### config.mk
export PLATFORM = sky130hd
export DESIGN_NAME = tft_spi_sink_flat
export DESIGN_NICKNAME = d
export VERILOG_FILES = /design/src/rtl/tft_spi_sink_pkg.sv /design/src/rtl/tft_spi_sink_if.sv /design/src/rtl/tft_spi_byte_rx.sv /design/src/rtl/tft_spi_sink.sv /design/src/flat_wrapper.sv
export SDC_FILE = /design/constraint.sdc
export NUM_CORES = 1
export LEC_CHECK = 0
export BUFFER_PORTS_ARGS = -buffer_cell sky130_fd_sc_hd__buf_2
export CORE_UTILIZATION = 56
export CTS_BUF_LIST = sky130_fd_sc_hd__clkbuf_4 sky130_fd_sc_hd__clkbuf_8
export DETAILED_ROUTE_END_ITERATION = 16
export HOLD_SLACK_MARGIN = 0.05
export PLACE_DENSITY = 0.74
export SYNTH_ARGS = -nofsm -noshare
export SYNTH_HDL_FRONTEND = slang
export SYNTH_SLANG_ARGS = --single-unit
### constraint.sdc
create_clock -name clk -period 6.1 [get_ports clk]
set_input_delay 0.61 -clock clk [delete_from_list [all_inputs] [get_ports clk]]
set_output_delay 0.61 -clock clk [all_outputs]
set_load 0.05 [all_outputs]
### src/rtl/tft_spi_sink_pkg.sv
// Shared definitions for the TFT SPI sink.
// Opcodes, decoder states and cursor helper.
package tft_spi_sink_pkg;

  localparam logic [7:0] ILI9341_CASET = 8'h2A;
  localparam logic [7:0] ILI9341_PASET = 8'h2B;
  localparam logic [7:0] ILI9341_RAMWR = 8'h2C;

  typedef enum logic [2:0] {
    ST_IDLE,
    ST_CASET,
    ST_PASET,
    ST_RAMWR,
    ST_IGNORE
  } dec_state_t;

  typedef struct packed {
    logic [15:0] xs;
    logic [15:0] xe;
    logic [15:0] ys;
    logic [15:0] ye;
  } win_t;

  function automatic logic [15:0] set_byte(
    input logic [15:0] v,
    input logic        hi,
    input logic [7:0]  b
  );
    set_byte = hi ? {b, v[7:0]} : {v[15:8], b};
  endfunction

endpackage

### src/rtl/tft_spi_sink_if.sv
// SPI link lines plus the decoded command and pixel streams.
// master drives the link, slave is the sink.
interface tft_spi_sink_if;
  logic        sclk;
  logic        mosi;
  logic        csn;
  logic        dcn;
  logic        cmd_valid;
  logic [7:0]  cmd_code;
  logic        pix_valid;
  logic [15:0] pix_x;
  logic [15:0] pix_y;
  logic [15:0] pix_color;
  logic        wrap;

  modport master (
    output sclk, mosi, csn, dcn,
    input  cmd_valid, cmd_code,
    input  pix_valid, pix_x, pix_y,
    input  pix_color, wrap
  );

  modport slave (
    input  sclk, mosi, csn, dcn,
    output cmd_valid, cmd_code,
    output pix_valid, pix_x, pix_y,
    output pix_color, wrap
  );
endinterface

### src/rtl/tft_spi_byte_rx.sv
// Synchronises the SPI lines into clk and assembles bytes.
// Emits a one-cycle byte_valid with the byte and its dc flag.
module tft_spi_byte_rx #(
  parameter int SYNC_STAGES = 2
) (
  input  logic       clk,
  input  logic       rstn,
  input  logic       sclk,
  input  logic       mosi,
  input  logic       csn,
  input  logic       dcn,
  output logic       byte_valid,
  output logic [7:0] rx_byte,
  output logic       rx_dc,
  output logic       cs_idle
);

  logic [SYNC_STAGES-1:0] sclk_sr;
  logic [SYNC_STAGES-1:0] mosi_sr;
  logic [SYNC_STAGES-1:0] csn_sr;
  logic [SYNC_STAGES-1:0] dcn_sr;

  logic       sclk_prev;
  logic       rise_q;
  logic       mosi_q;
  logic       dc_q;
  logic [6:0] shreg;
  logic [2:0] cnt;

  localparam int T = SYNC_STAGES - 1;

  always_ff @(posedge clk or negedge rstn) begin
    if (!rstn) begin
      sclk_sr <= '0;
      mosi_sr <= '0;
      csn_sr  <= '1;
      dcn_sr  <= '0;
    end else begin
      sclk_sr <= {sclk_sr[T-1:0], sclk};
      mosi_sr <= {mosi_sr[T-1:0], mosi};
      csn_sr  <= {csn_sr[T-1:0], csn};
      dcn_sr  <= {dcn_sr[T-1:0], dcn};
    end
  end

  // Edge detect is registered; data lines travel alongside it.
  always_ff @(posedge clk or negedge rstn) begin
    if (!rstn) begin
      sclk_prev <= 1'b0;
      rise_q    <= 1'b0;
      mosi_q    <= 1'b0;
      dc_q      <= 1'b0;
      cs_idle   <= 1'b1;
    end else begin
      sclk_prev <= sclk_sr[T];
      rise_q    <= sclk_sr[T] & ~sclk_prev;
      mosi_q    <= mosi_sr[T];
      dc_q      <= dcn_sr[T];
      cs_idle   <= csn_sr[T];
    end
  end

  always_ff @(posedge clk or negedge rstn) begin
    if (!rstn) begin
      shreg      <= '0;
      cnt        <= '0;
      byte_valid <= 1'b0;
      rx_byte    <= '0;
      rx_dc      <= 1'b0;
    end else begin
      byte_valid <= 1'b0;
      if (cs_idle) begin
        cnt <= '0;
      end else if (rise_q) begin
        shreg <= {shreg[5:0], mosi_q};
        if (cnt == 3'd7) begin
          cnt        <= '0;
          byte_valid <= 1'b1;
          rx_byte    <= {shreg, mosi_q};
          rx_dc      <= dc_q;
        end else begin
          cnt <= cnt + 3'd1;
        end
      end
    end
  end

endmodule

### src/rtl/tft_spi_sink.sv
// ILI9341-style SPI sink: decodes CASET/PASET/RAMWR
// into a windowed pixel stream; other commands are strobed.
module tft_spi_sink
  import tft_spi_sink_pkg::*;
#(
  parameter int SYNC_STAGES = 2
) (
  input logic           clk,
  input logic           rstn,
  tft_spi_sink_if.slave bus
);

  logic       byte_valid;
  logic [7:0] rx_byte;
  logic       rx_dc;
  logic       cs_idle;

  tft_spi_byte_rx #(
    .SYNC_STAGES(SYNC_STAGES)
  ) u_rx (
    .clk       (clk),
    .rstn      (rstn),
    .sclk      (bus.sclk),
    .mosi      (bus.mosi),
    .csn       (bus.csn),
    .dcn       (bus.dcn),
    .byte_valid(byte_valid),
    .rx_byte   (rx_byte),
    .rx_dc     (rx_dc),
    .cs_idle   (cs_idle)
  );

  dec_state_t  state;
  win_t        win;
  logic [15:0] cx;
  logic [15:0] cy;
  logic [2:0]  pidx;
  logic [7:0]  hi_q;
  logic        phase;

  logic        cmd_valid;
  logic [7:0]  cmd_code;
  logic        pix_valid;
  logic [15:0] pix_x;
  logic [15:0] pix_y;
  logic [15:0] pix_color;
  logic        wrap;

  assign bus.cmd_valid = cmd_valid;
  assign bus.cmd_code  = cmd_code;
  assign bus.pix_valid = pix_valid;
  assign bus.pix_x     = pix_x;
  assign bus.pix_y     = pix_y;
  assign bus.pix_color = pix_color;
  assign bus.wrap      = wrap;

  logic p_hi;
  logic p_lo;
  assign p_hi = ~pidx[0];
  assign p_lo = ~pidx[1];

  always_ff @(posedge clk or negedge rstn) begin
    if (!rstn) begin
      state     <= ST_IDLE;
      win       <= '0;
      cx        <= '0;
      cy        <= '0;
      pidx      <= '0;
      hi_q      <= '0;
      phase     <= 1'b0;
      cmd_valid <= 1'b0;
      cmd_code  <= '0;
      pix_valid <= 1'b0;
      pix_x     <= '0;
      pix_y     <= '0;
      pix_color <= '0;
      wrap      <= 1'b0;
    end else begin
      cmd_valid <= 1'b0;
      pix_valid <= 1'b0;
      wrap      <= 1'b0;
      if (cs_idle)
        phase <= 1'b0;
      // Command bytes pre-empt whatever the decoder was doing.
      if (byte_valid && !rx_dc) begin
        cmd_valid <= 1'b1;
        cmd_code  <= rx_byte;
        pidx      <= '0;
        unique case (1'b1)
          (rx_byte == ILI9341_CASET): state <= ST_CASET;
          (rx_byte == ILI9341_PASET): state <= ST_PASET;
          (rx_byte == ILI9341_RAMWR): begin
            state <= ST_RAMWR;
            cx    <= win.xs;
            cy    <= win.ys;
            phase <= 1'b0;
          end
          default: state <= ST_IGNORE;
        endcase
      end else if (byte_valid) begin
        unique case (state)
          ST_CASET: if (pidx < 3'd4) begin
            pidx <= pidx + 3'd1;
            if (p_lo)
              win.xs <= set_byte(win.xs, p_hi, rx_byte);
            else
              win.xe <= set_byte(win.xe, p_hi, rx_byte);
          end
          ST_PASET: if (pidx < 3'd4) begin
            pidx <= pidx + 3'd1;
            if (p_lo)
              win.ys <= set_byte(win.ys, p_hi, rx_byte);
            else
              win.ye <= set_byte(win.ye, p_hi, rx_byte);
          end
          ST_RAMWR: if (!phase) begin
            hi_q  <= rx_byte;
            phase <= 1'b1;
          end else begin
            phase     <= 1'b0;
            pix_valid <= 1'b1;
            pix_x     <= cx;
            pix_y     <= cy;
            pix_color <= {hi_q, rx_byte};
            if (cx == win.xe) begin
              cx <= win.xs;
              if (cy == win.ye) begin
                cy   <= win.ys;
                wrap <= 1'b1;
              end else begin
                cy <= cy + 16'd1;
              end
            end else begin
              cx <= cx + 16'd1;
            end
          end
          default: ;
        endcase
      end
    end
  end

endmodule
### src/flat_wrapper.sv
// flat-port wrapper written by rule: the top's interface ports become plain ports
module tft_spi_sink_flat import tft_spi_sink_pkg::*;
#(
  parameter int SYNC_STAGES = 2
)
  (clk, rstn, bus_sclk, bus_mosi, bus_csn, bus_dcn, bus_cmd_valid, bus_cmd_code, bus_pix_valid, bus_pix_x, bus_pix_y, bus_pix_color, bus_wrap);
  tft_spi_sink_if bus_i ();
  input logic clk;
  input logic rstn;
  input wire logic [$bits(bus_i.sclk)-1:0] bus_sclk;
  input wire logic [$bits(bus_i.mosi)-1:0] bus_mosi;
  input wire logic [$bits(bus_i.csn)-1:0] bus_csn;
  input wire logic [$bits(bus_i.dcn)-1:0] bus_dcn;
  output wire logic [$bits(bus_i.cmd_valid)-1:0] bus_cmd_valid;
  output wire logic [$bits(bus_i.cmd_code)-1:0] bus_cmd_code;
  output wire logic [$bits(bus_i.pix_valid)-1:0] bus_pix_valid;
  output wire logic [$bits(bus_i.pix_x)-1:0] bus_pix_x;
  output wire logic [$bits(bus_i.pix_y)-1:0] bus_pix_y;
  output wire logic [$bits(bus_i.pix_color)-1:0] bus_pix_color;
  output wire logic [$bits(bus_i.wrap)-1:0] bus_wrap;
  assign bus_i.sclk = bus_sclk;
  assign bus_i.mosi = bus_mosi;
  assign bus_i.csn = bus_csn;
  assign bus_i.dcn = bus_dcn;
  assign bus_cmd_valid = bus_i.cmd_valid;
  assign bus_cmd_code = bus_i.cmd_code;
  assign bus_pix_valid = bus_i.pix_valid;
  assign bus_pix_x = bus_i.pix_x;
  assign bus_pix_y = bus_i.pix_y;
  assign bus_pix_color = bus_i.pix_color;
  assign bus_wrap = bus_i.wrap;
  tft_spi_sink #(.SYNC_STAGES(SYNC_STAGES)) u_core (.clk(clk), .rstn(rstn), .bus(bus_i));
endmodule
==> run_results.csv, run 1 <==
group,metric,value,unit
worst_hold_path,holdPathEnd,"u_core.u_rx.dcn_sr[0]",
routing,drc,0,
clock_network,cts_resized,0,
clock_network,htreeDepth,2,
sta,setup_slack,3.22,ns
cells_and_area,nets,795,
pwr,vdd_drop_max,0.203,mV
logic_synthesis,postSynthCellCount,725,
clock_network,clk-insertion-delay-late,0.52,ns
sta,rsz0062_at_grt,"no",
logic_synthesis,synthFlopType,"dfrtp_1",
placed_design,gp_congestion,0.878,
worst_setup_path,r2r-end,"u_core.cy[11]",
logic_synthesis,async_reset_ff_share,100,%
global_routing,overflow,0,
global_routing,grt_pass1_wl,31900,um
routing,drtPass1Iterations,5,
routing,drtIter0Drc,441,
cells_and_area,layout-drive-gt1-share,34.4,%
clock_network,postCtsHoldBufs,0,
worst_setup_path,worstPathRequired,6.46,ns
pwr,power,2730,uW
pwr,p_seq_share,50.8,%
sta,worst_slew_pin_slew,1.16,ns
worst_setup_path,r2r-start,"u_core.cy[2]",
clock_network,clk_path_buf_depth,3,
worst_hold_path,hold_start,"bus_dcn",
floorplan,core-area,15400,sq um
global_routing,track_usage,25.3,%
clock_network,cts_inserted_buffers,34,
global_routing,grt_max_degree,122,
logic_synthesis,synth-edff-count,0,
clock_network,cts_num_sinks,203,
global_routing,antenna_found_initial,0,
sta,fin_crit_sh,47.2,%
worst_setup_path,start_kind,"flip-flop",
logic_synthesis,ys_seq_elements,203,
worst_setup_path,reg2reg_setup_slack,3.22,ns
clock_network,cts_tree,"yes",
logic_synthesis,synth.distinct_cells,53,
sta,holdWs,0.197,ns
routing,ant_nets,0,
routing,routed_wl,19600,um
worst_setup_path,crit_fanout,25,
floorplan,ios,65,
placed_design,dp_hpwl,12400,um
pwr,combPwrFrac,1.8,%
logic_synthesis,synth_seq_area_share,57.0,%
sta,slew_viol_final,0,
global_routing,grt_pass1_vias,6019,
worst_hold_path,whs_path_depth,1,
logic_synthesis,syn_nets,736,
job,max-cap-violations,0,
floorplan,die_area,16400,sq um
sta,max_freq,347,MHz
floorplan,die_w,128,um
pwr,cell_internal_pwr,2160,uW
floorplan,rows,45,
worst_setup_path,reg2regPathDepth,6,
sta,period_minus_slack,2.88,ns
placed_design,dp.cells,959,
worst_setup_path,crit_type,"flip-flop to flip-flop",
clock_network,post_cts_buffers,0,
clock_network,clock-root-buffer,"clkbuf_8",
sta,setup_viol,0,
floorplan,fp.dieH,128,um
cells_and_area,diodes,0,
placed_design,io_buffers,64,
pwr,power.switching,575,uW
logic_synthesis,syn_area_per_cell,12.3,sq um
cells_and_area,area_growth,12.9,%
pwr,swShare,21.1,%
pwr,power_density,271,nW/um^2
floorplan,initial_core_util,58.0,%
routing,vias,5971,
sta,relSlewSlack,22.8,%
routing,detail_route.wl_per_cell,19.3,um
placed_design,dp_slack,3.24,ns
worst_setup_path,arrival,3.24,ns
pwr,clockPowerShare,47.3,%
worst_hold_path,min-delay-path-class,"input port to flip-flop",
clock_network,clk_pin_slew,0.06,ns
status,run_status,"completed",
cells_and_area,fin_cells,1017,
pwr,p_leak,0.00524,uW
sta,fin_skew,0.0136,ns
logic_synthesis,yosysWarnings,0,
routing,viasPerCell,5.87,
logic_synthesis,syn_area,8910,sq um
worst_setup_path,cp-end-kind,"flip-flop",
sta,tns,0,ns
sta,hold_violations,0,
## cells in the mapped netlist (2+ instances only)
library cell,instances,area (sq um)
a22oi_1,5,37.5
buf_2,8,40.0
nor4_1,4,25.0
nor3_1,3,15.0
nand4_1,18,113
ha_1,5,62.6
nand2b_1,2,12.5
inv_1,11,41.3
a21oi_1,25,125
mux2_2,122,1370
mux2i_1,17,170
buf_1,2,7.51
nand3_1,34,170
o22ai_1,4,25.0
buf_6,4,45.0
a2bb2oi_2,7,105
dfrtp_1,200,5000
a21boi_0,4,30.0
o21ai_1,4,20.0
o311ai_0,2,17.5
a2bb2oi_1,3,26.3
and3_1,6,37.5
o41ai_1,2,17.5
nor2b_1,5,31.3
xor2_1,33,289
buf_4,3,22.5
clkbuf_1,28,105
a21boi_2,7,78.8
o21ai_0,22,110
nor4_2,4,50.1
and4_1,2,17.5
and2_1,4,25.0
dfstp_2,3,78.8
nand2_1,82,308
o211ai_1,4,30.0
nor2_1,19,71.3
## area by class of cell
type	count	area, sq um
multi-input cells	464	3560
well taps	211	264
clock buffers	55	701
repair buffers	69	367
flip-flops and latches	203	5080
inverters	12	45.0
clock inverters	3	40.0
fillers	1162	5310
## cell families after synthesis
kind of cell | Yosys count | synth area share (%)
AOI/OAI and AO/OA | 95 | 7.78
xor gates and xnor gates | 34 | 3.34
adders and majority gates | 5 | 0.702
buffers and inverters | 58 | 3.03
DFF | 203 | 57.0
muxes | 139 | 17.3
and+or+nand+nor | 191 | 10.8
## metal layers
| layer | wire length, um | global-route usage (%) | part of all wire (%) | vias to the layer above |
|---|---|---|---|---|
| met4 | 383 | 9.83 | 2.0 | 0 |
| met2 | 9280 | 39.8 | 47 | 225 |
| met1 | 8780 | 35.2 | 45 | 3034 |
| met3 | 1190 | 4.59 | 6.1 | 31 |
| met5 | 0 | 0 | 0 | - |
| li1 | - | - | - | 2681 |
## worst max path at each step
stage          slack (ns)       endpoint  cells after the start         start
5_1_grt              3.03  u_core.cy[11]                      6  u_core.cy[2]
4_1_cts              3.23  u_core.cy[11]                      6  u_core.cy[2]
3_3_place_gp         3.32  u_core.cy[11]                      6  u_core.cy[2]
2_1_floorplan        4.17  u_core.cx[12]                      9  u_core.cx[2]
3_5_place_dp         3.24  u_core.cy[11]                      6  u_core.cy[2]
6_report             3.22  u_core.cy[11]                      6  u_core.cy[2]
## power groups by stage
| stage | logic, uW | clock network (uW) | registers, uW |
|---|---|---|---|
| 2_1_floorplan | 20.3 | 0 | 1410 |
| 3_3_place_gp | 49.9 | 0 | 1410 |
| 3_5_place_dp | 52.1 | 0 | 1410 |
| 4_1_cts | 52.4 | 1310 | 1390 |
| 5_1_grt | 57.4 | 1370 | 1390 |
| 6_report | 49.8 | 1290 | 1390 |
## registers in the layout, indices dropped and copies added (netlist names), 2 cells and up
register and cells:
u_core.u_rx.csn_sr 2, u_core.win 64, u_core.hi_q 8, u_core.u_rx.rx_byte 8, u_core.cx 16, u_core.u_rx.shreg 7, u_core.bus.pix_x 16, u_core.u_rx.dcn_sr 2
u_core.u_rx.cnt 3, u_core.pidx 3, u_core.u_rx.sclk_sr 2, u_core.cy 16, u_core.bus.pix_color 16, u_core.u_rx.mosi_sr 2, u_core.bus.cmd_code 8, u_core.bus.pix_y 16
u_core.state 3
## metrics by stage
| step | cell area, sq um | utilization [%] |
|---|---|---|
| floorplan | 8910 | - |
| CTS | 10100 | 65.5 |
| detailed placement | 9320 | 60.7 |
| global route | 10100 | 65.5 |
| global placement | 9320 | 60.7 |
| finish | 10100 | 65.5 |
## worst max-delay path, cell delays in order, from the launching register on
cell       delay [ns]
dfrtp_1          0.48
xor2_1           0.18
nor4_1           0.33
nand4_1          0.47
and2_1           0.73
o21ai_0          0.43
a2bb2oi_2        0.09
## cell usage in the layout, fill, tap and decap left out, types with 19 or more instances in the layout
cell and n:
nand3_1 34, mux2_2 122, dfrtp_1 200, o21ai_0 22, a21oi_1 25, nor2_1 19, nand2_1 82, xor2_1 33
buf_2 63, clkbuf_8 47
(Power assumes the default switching activity.)
==> run 2, diff against run 1 <==
- PLACE_DENSITY: 0.74 -> 0.77
- clock period: 6.1 -> 2.4 ns (I/O delays scaled with it)
==> run 2 against run 1 <==
Total power rose to 2.5 times the previous value. Utilization grew 1.7 points. Non-clock buffer count is 25 higher. Via count grew 1.2%. Clock power up 150%. Register-to-register slack worse by 3.0 ns. Cell count grew 2.7%. Critical path type unchanged. Critical endpoint is now u_core.cy[15].
==> run_results.csv, run 2 (synthesis results as in run 1) <==
group,metric,value,unit
pwr,p_seq_share,51.5,%
worst_setup_path,reg2regPathDepth,7,
sta,max_freq,452,MHz
sta,period_minus_slack,2.21,ns
worst_setup_path,start_kind,"flip-flop",
floorplan,initial_core_util,58.0,%
cells_and_area,layout-drive-gt1-share,35.9,%
clock_network,cts_inserted_buffers,35,
cells_and_area,regMostFlops,"u_core.win",
clock_network,clk-insertion-delay-late,0.51,ns
floorplan,ios,65,
pwr,swShare,20.9,%
routing,wl_met2,9370,um
clock_network,htreeDepth,2,
sta,worst_slew_pin_slew,0.558,ns
pwr,power_density,664,nW/um^2
routing,wl_met3,955,um
worst_setup_path,r2r-end,"u_core.cy[15]",
cells_and_area,area_growth,15.9,%
routing,routed_wl,19600,um
pwr,p_leak,0.00539,uW
worst_setup_path,worstPathRequired,2.83,ns
sta,relSlewSlack,62.8,%
global_routing,overflow,0,
sta,setup_slack,0.190,ns
cells_and_area,final_common_cell,"dfrtp_1",
pwr,power.switching,1430,uW
pwr,cell_internal_pwr,5420,uW
worst_setup_path,crit_fanout,32,
worst_setup_path,crit_start,"u_core.u_rx.rx_byte[7]",
worst_setup_path,crit_chain,"nor4b_2 > nand2_1 > o41a_4 > a21oi_4 > buf_12 > a21boi_1 > a2bb2oi_1",
floorplan,die_area,16400,sq um
floorplan,fp.dieH,128,um
worst_setup_path,critPathCapture,"u_core.cy[15]",
routing,ant_nets,0,
floorplan,core-area,15400,sq um
sta,slew_viol_final,0,
routing,drtPass1Iterations,5,
routing,top_layer,"met4",
worst_setup_path,crit_slowest_cell,"o41a_4",
placed_design,io_buffers,64,
clock_network,clk_pin_slew,0.06,ns
pwr,vdd_drop_max,0.493,mV
placed_design,gp_congestion,0.923,
routing,vias,6041,
worst_setup_path,cp-end-kind,"flip-flop",
routing,wl_met1,8880,um
clock_network,cts_tree,"yes",
worst_setup_path,worst-path-buf-inv,1,
routing,drtIter0Drc,368,
cells_and_area,final_cell_mix,"dfrtp_1, mux2_2, nand2_1",
sta,fin_skew,0.0191,ns
routing,detail_route.wl_per_cell,18.8,um
floorplan,die_w,128,um
pwr,combPwrFrac,2.1,%
sta,tns,0,ns
sta,fin_crit_sh,92.1,%
clock_network,clk_path_buf_depth,3,
job,max-cap-violations,0,
global_routing,grt_pass1_wl,32300,um
worst_setup_path,cp_top_family,"compound AO/OA/AOI/OAI gates",
worst_setup_path,r2r-start,"u_core.u_rx.rx_byte[7]",
routing,viasPerCell,5.79,
global_routing,track_usage,25.6,%
sta,rsz0062_at_grt,"no",
pwr,clockPowerShare,46.4,%
clock_network,post_cts_buffers,0,
status,run_status,"completed",
placed_design,dp_hpwl,12700,um
sta,hold_violations,0,
worst_setup_path,arrival,2.64,ns
clock_network,clock-root-buffer,"clkbuf_8",
worst_hold_path,min-delay-path-class,"input port to async pin",
cells_and_area,largest_register_ffs,64,
global_routing,antenna_found_initial,0,
clock_network,cts_num_sinks,203,
worst_setup_path,crit_type,"flip-flop to flip-flop",
sta,setup_viol,0,
global_routing,grt_pass1_vias,6067,
placed_design,dp.cells,979,
routing,drc,0,
placed_design,dp_slack,0.227,ns
cells_and_area,fin_cells,1044,
worst_setup_path,reg2reg_setup_slack,0.19,ns
worst_setup_path,cpPeakStageDelay,0.52,ns
floorplan,rows,45,
cells_and_area,diodes,0,
worst_setup_path,cp_num_cells,7,
cells_and_area,nets,821,
global_routing,grt_max_degree,70,
run 2: cell types whose count changed in the layout (fill, tap and decap cells not counted), sizes merged:
cell | before | now
buf | 68 | 88
clkinvlp | 0 | 1
dlygate4sd3 | 0 | 5
clkbuf | 56 | 58
bufinv | 1 | 0
run 2: metrics by stage:
stage	utilization [%]	cell area [sq um]	hold slack (ns)	power, uW
finish	67.2	10300	0.296	6860
global placement	62.0	9540	0.280	3720
floorplan	-	8910	-0.0556	3630
detailed placement	62.0	9540	0.282	3730
CTS	67.1	10300	0.294	6940
global route	67.2	10300	0.332	7130
run 2: how the worst min path moves through the flow:
stage / from / endpoint / slack, ns / depth (start not counted)
2_1_floorplan: rstn / u_core.bus.cmd_code[0] / -0.06 / 0
3_3_place_gp: rstn / u_core.bus.pix_y[14] / 0.28 / 1
3_5_place_dp: rstn / u_core.cy[15] / 0.28 / 1
4_1_cts: rstn / u_core.bus.pix_y[12] / 0.29 / 2
5_1_grt: rstn / u_core.bus.pix_y[12] / 0.33 / 2
6_report: rstn / u_core.cy[15] / 0.30 / 2
run 2: layout make-up:
| type | instances | area (sq um) |
|---|---|---|
| Tap cell | 211 | 264 |
| Timing Repair Buffer | 94 | 629 |
| Inverter | 12 | 45.0 |
| Clock buffer | 57 | 716 |
| Fill cell | 1149 | 5040 |
| Sequential cell | 203 | 5080 |
| Multi-Input combinational cell | 464 | 3570 |
| Clock inverter | 3 | 17.5 |
run 2: repair_timing:
action	4_1_cts	5_1_grt
hold endpoints to repair	70	0
hold buffers	5	0
gates resized for setup	0	2
endpoints found under the setup margin	0	1
run 2: power groups by stage:
stage | clock network [uW] | registers [uW] | logic, uW
after floorplan | 0 | 3570 | 51.7
after global placement | 0 | 3580 | 136
after detailed placement | 0 | 3590 | 145
after CTS | 3260 | 3530 | 152
after global routing | 3430 | 3530 | 167
final | 3180 | 3530 | 145
run 2: routing by layer:
metal  up-vias  GRT usage (%)
li1       2731              -
met1      3091           35.4
met2       191           41.0
met3        28           4.51
met4         0           9.13
met5         -              0
==> run 3, diff against run 2 <==
- SETUP_SLACK_MARGIN: not set -> 0.4
==> run 3 against run 2 <==
Global-route usage increased by 0.80 points. Flip-flop and latch count unchanged. Combinational power about the same. Clock skew shrank 0.0016 ns. Sequential share of layout area fell by 2.5 points. Via count is 3.5% higher. Sequential power about the same. Fmax rose by 6.9%. Design area up 5.7%. Clock-buffer cell count did not move. Die area is the same. Cell count increased by 2.8%.
==> run_results.csv, run 3 (synthesis results as in run 1) <==
group,metric,value,unit
cells_and_area,regMostFlops,"u_core.win",
routing,wl_met1,9170,um
placed_design,placed_area,9540,sq um
routing,viasPerCell,5.83,
cells_and_area,final_common_cell,"dfrtp_1",
clock_network,clk_path_buf_depth,3,
global_routing,overflow,0,
sta,tns,0,ns
cells_and_area,largest_register_ffs,64,
worst_setup_path,crit_fanout,7,
routing,wl_met2,10100,um
floorplan,fp.dieH,128,um
global_routing,antenna_found_initial,0,
global_routing,grt_pass1_wl,33200,um
clock_network,cts_num_sinks,203,
worst_setup_path,start_kind,"flip-flop",
worst_setup_path,cp-end-kind,"flip-flop",
cells_and_area,area_growth,22.5,%
floorplan,rows,45,
placed_design,dp_slack,0.227,ns
placed_design,io_buffers,64,
sta,worst_slew_pin_slew,0.559,ns
clock_network,cts_tree,"yes",
routing,routed_wl,21000,um
global_routing,track_usage,26.4,%
cells_and_area,diodes,0,
clock_network,clk-insertion-delay-late,0.51,ns
sta,max_freq,484,MHz
sta,setup_viol,0,
cells_and_area,final_cell_mix,"dfrtp_1, mux2_2, nand2_1",
floorplan,die_area,16400,sq um
floorplan,die_w,128,um
sta,hold_violations,0,
routing,vias,6252,
status,run_status,"completed",
pwr,power_density,629,nW/um^2
sta,period_minus_slack,2.07,ns
pwr,vdd_drop_max,0.489,mV
worst_setup_path,crit_type,"flip-flop to flip-flop",
job,max-cap-violations,0,
global_routing,grt_max_degree,70,
clock_network,clock-root-buffer,"clkbuf_8",
routing,ant_nets,0,
clock_network,cts_inserted_buffers,35,
sta,fin_crit_sh,86.1,%
floorplan,core-area,15400,sq um
floorplan,ios,65,
routing,top_layer,"met4",
worst_hold_path,min-delay-path-class,"input port to async pin",
routing,wl_met3,1190,um
cells_and_area,num-fill-cells,1080,
worst_setup_path,arrival,2.51,ns
routing,drtPass1Iterations,5,
worst_setup_path,reg2reg_setup_slack,0.33,ns
worst_setup_path,reg2regPathDepth,8,
clock_network,clk_pin_slew,0.06,ns
clock_network,htreeDepth,2,
sta,slew_viol_final,0,
worst_setup_path,r2r-end,"u_core.cy[14]",
global_routing,grt_pass1_vias,6222,
routing,detail_route.wl_per_cell,19.5,um
routing,drc,0,
worst_setup_path,r2r-start,"u_core.cx[3]",
sta,rsz0062_at_grt,"yes",
cells_and_area,final_area,10900,sq um
placed_design,dp.cells,979,
sta,fin_skew,0.0176,ns
sta,setup_slack,0.333,ns
sta,relSlewSlack,62.8,%
pwr,p_leak,0.00562,uW
floorplan,initial_core_util,58.0,%
cells_and_area,fin_cells,1073,
worst_setup_path,worstPathRequired,2.85,ns
routing,drtIter0Drc,524,
placed_design,gp_congestion,0.923,
placed_design,dp_hpwl,12700,um
cells_and_area,layout-drive-gt1-share,43.0,%
cells_and_area,nets,850,
run 3: cell count changes in the layout (fill, tap and decap cells not counted), sizes merged:
cell,delta
and2,+1
clkbuf,+2
buf,+26
run 3: how the worst max path moves through the flow:
| stage | slack [ns] | end | from |
|---|---|---|---|
| after floorplan | 0.47 | u_core.cx[12] | u_core.cx[2] |
| after global routing | 0.26 | u_core.cy[14] | u_core.cx[3] |
| after CTS | 0.35 | u_core.cy[15] | u_core.win[40] |
| after global placement | 0.29 | u_core.cy[15] | u_core.u_rx.rx_byte[7] |
| final | 0.33 | u_core.cy[14] | u_core.cx[3] |
| after detailed placement | 0.23 | u_core.cy[15] | u_core.cx[13] |
run 3: timing repair:
item / 4_1_cts / 5_1_grt
setup buffers: 12 / 11
pin swaps: 8 / 16
endpoints found under the hold margin: 70 / 0
resized for setup: 17 / 67
gates cloned: 2 / 4
hold buffers: 5 / 0
endpoints found under the setup margin: 18 / 47
run 3: where the power goes:
part	internal [uW]	switching, uW
clock	1880	1320
sequential	3490	39.7
combinational	59.1	85.1
total	5420	1440
run 3: area by class of cell:
type                    instances  area, sq um  share of cell area [%]
flip-flops and latches        203         5100                    46.7
multi-input cells             465         3820                    35.0
repair buffers                122          948                    8.69
clock buffers                  57          716                    6.56
well taps                     211          264                    2.42
inverters                      12         45.0                   0.413
clock inverters                 3         17.5                   0.161
run 3: per-stage QoR:
stage / util (%) / power [uW] / hold slack [ns]
6_report: 71.0 / 6870 / 0.286
5_1_grt: 71.0 / 7130 / 0.333
4_1_cts: 68.4 / 6940 / 0.294
3_5_place_dp: 62.0 / 3730 / 0.282
3_3_place_gp: 62.0 / 3720 / 0.280
2_1_floorplan: - / 3630 / -0.0556
run 3: per-layer routing:
metal	GRT usage, %	vias to the layer above
met3	4.34	43
met4	10.4	0
met5	0	-
met1	36.5	3188
li1	-	2796
met2	42.1	225
run 3: critical path, stage by stage (launching register included):
cell	delay [ns]
dfrtp_2	0.47
xor2_2	0.18
nor4_4	0.32
nand4_4	0.20
a21oi_4	0.29
buf_6	0.15
buf_16	0.11
a21boi_4	0.17
a2bb2oi_2	0.13
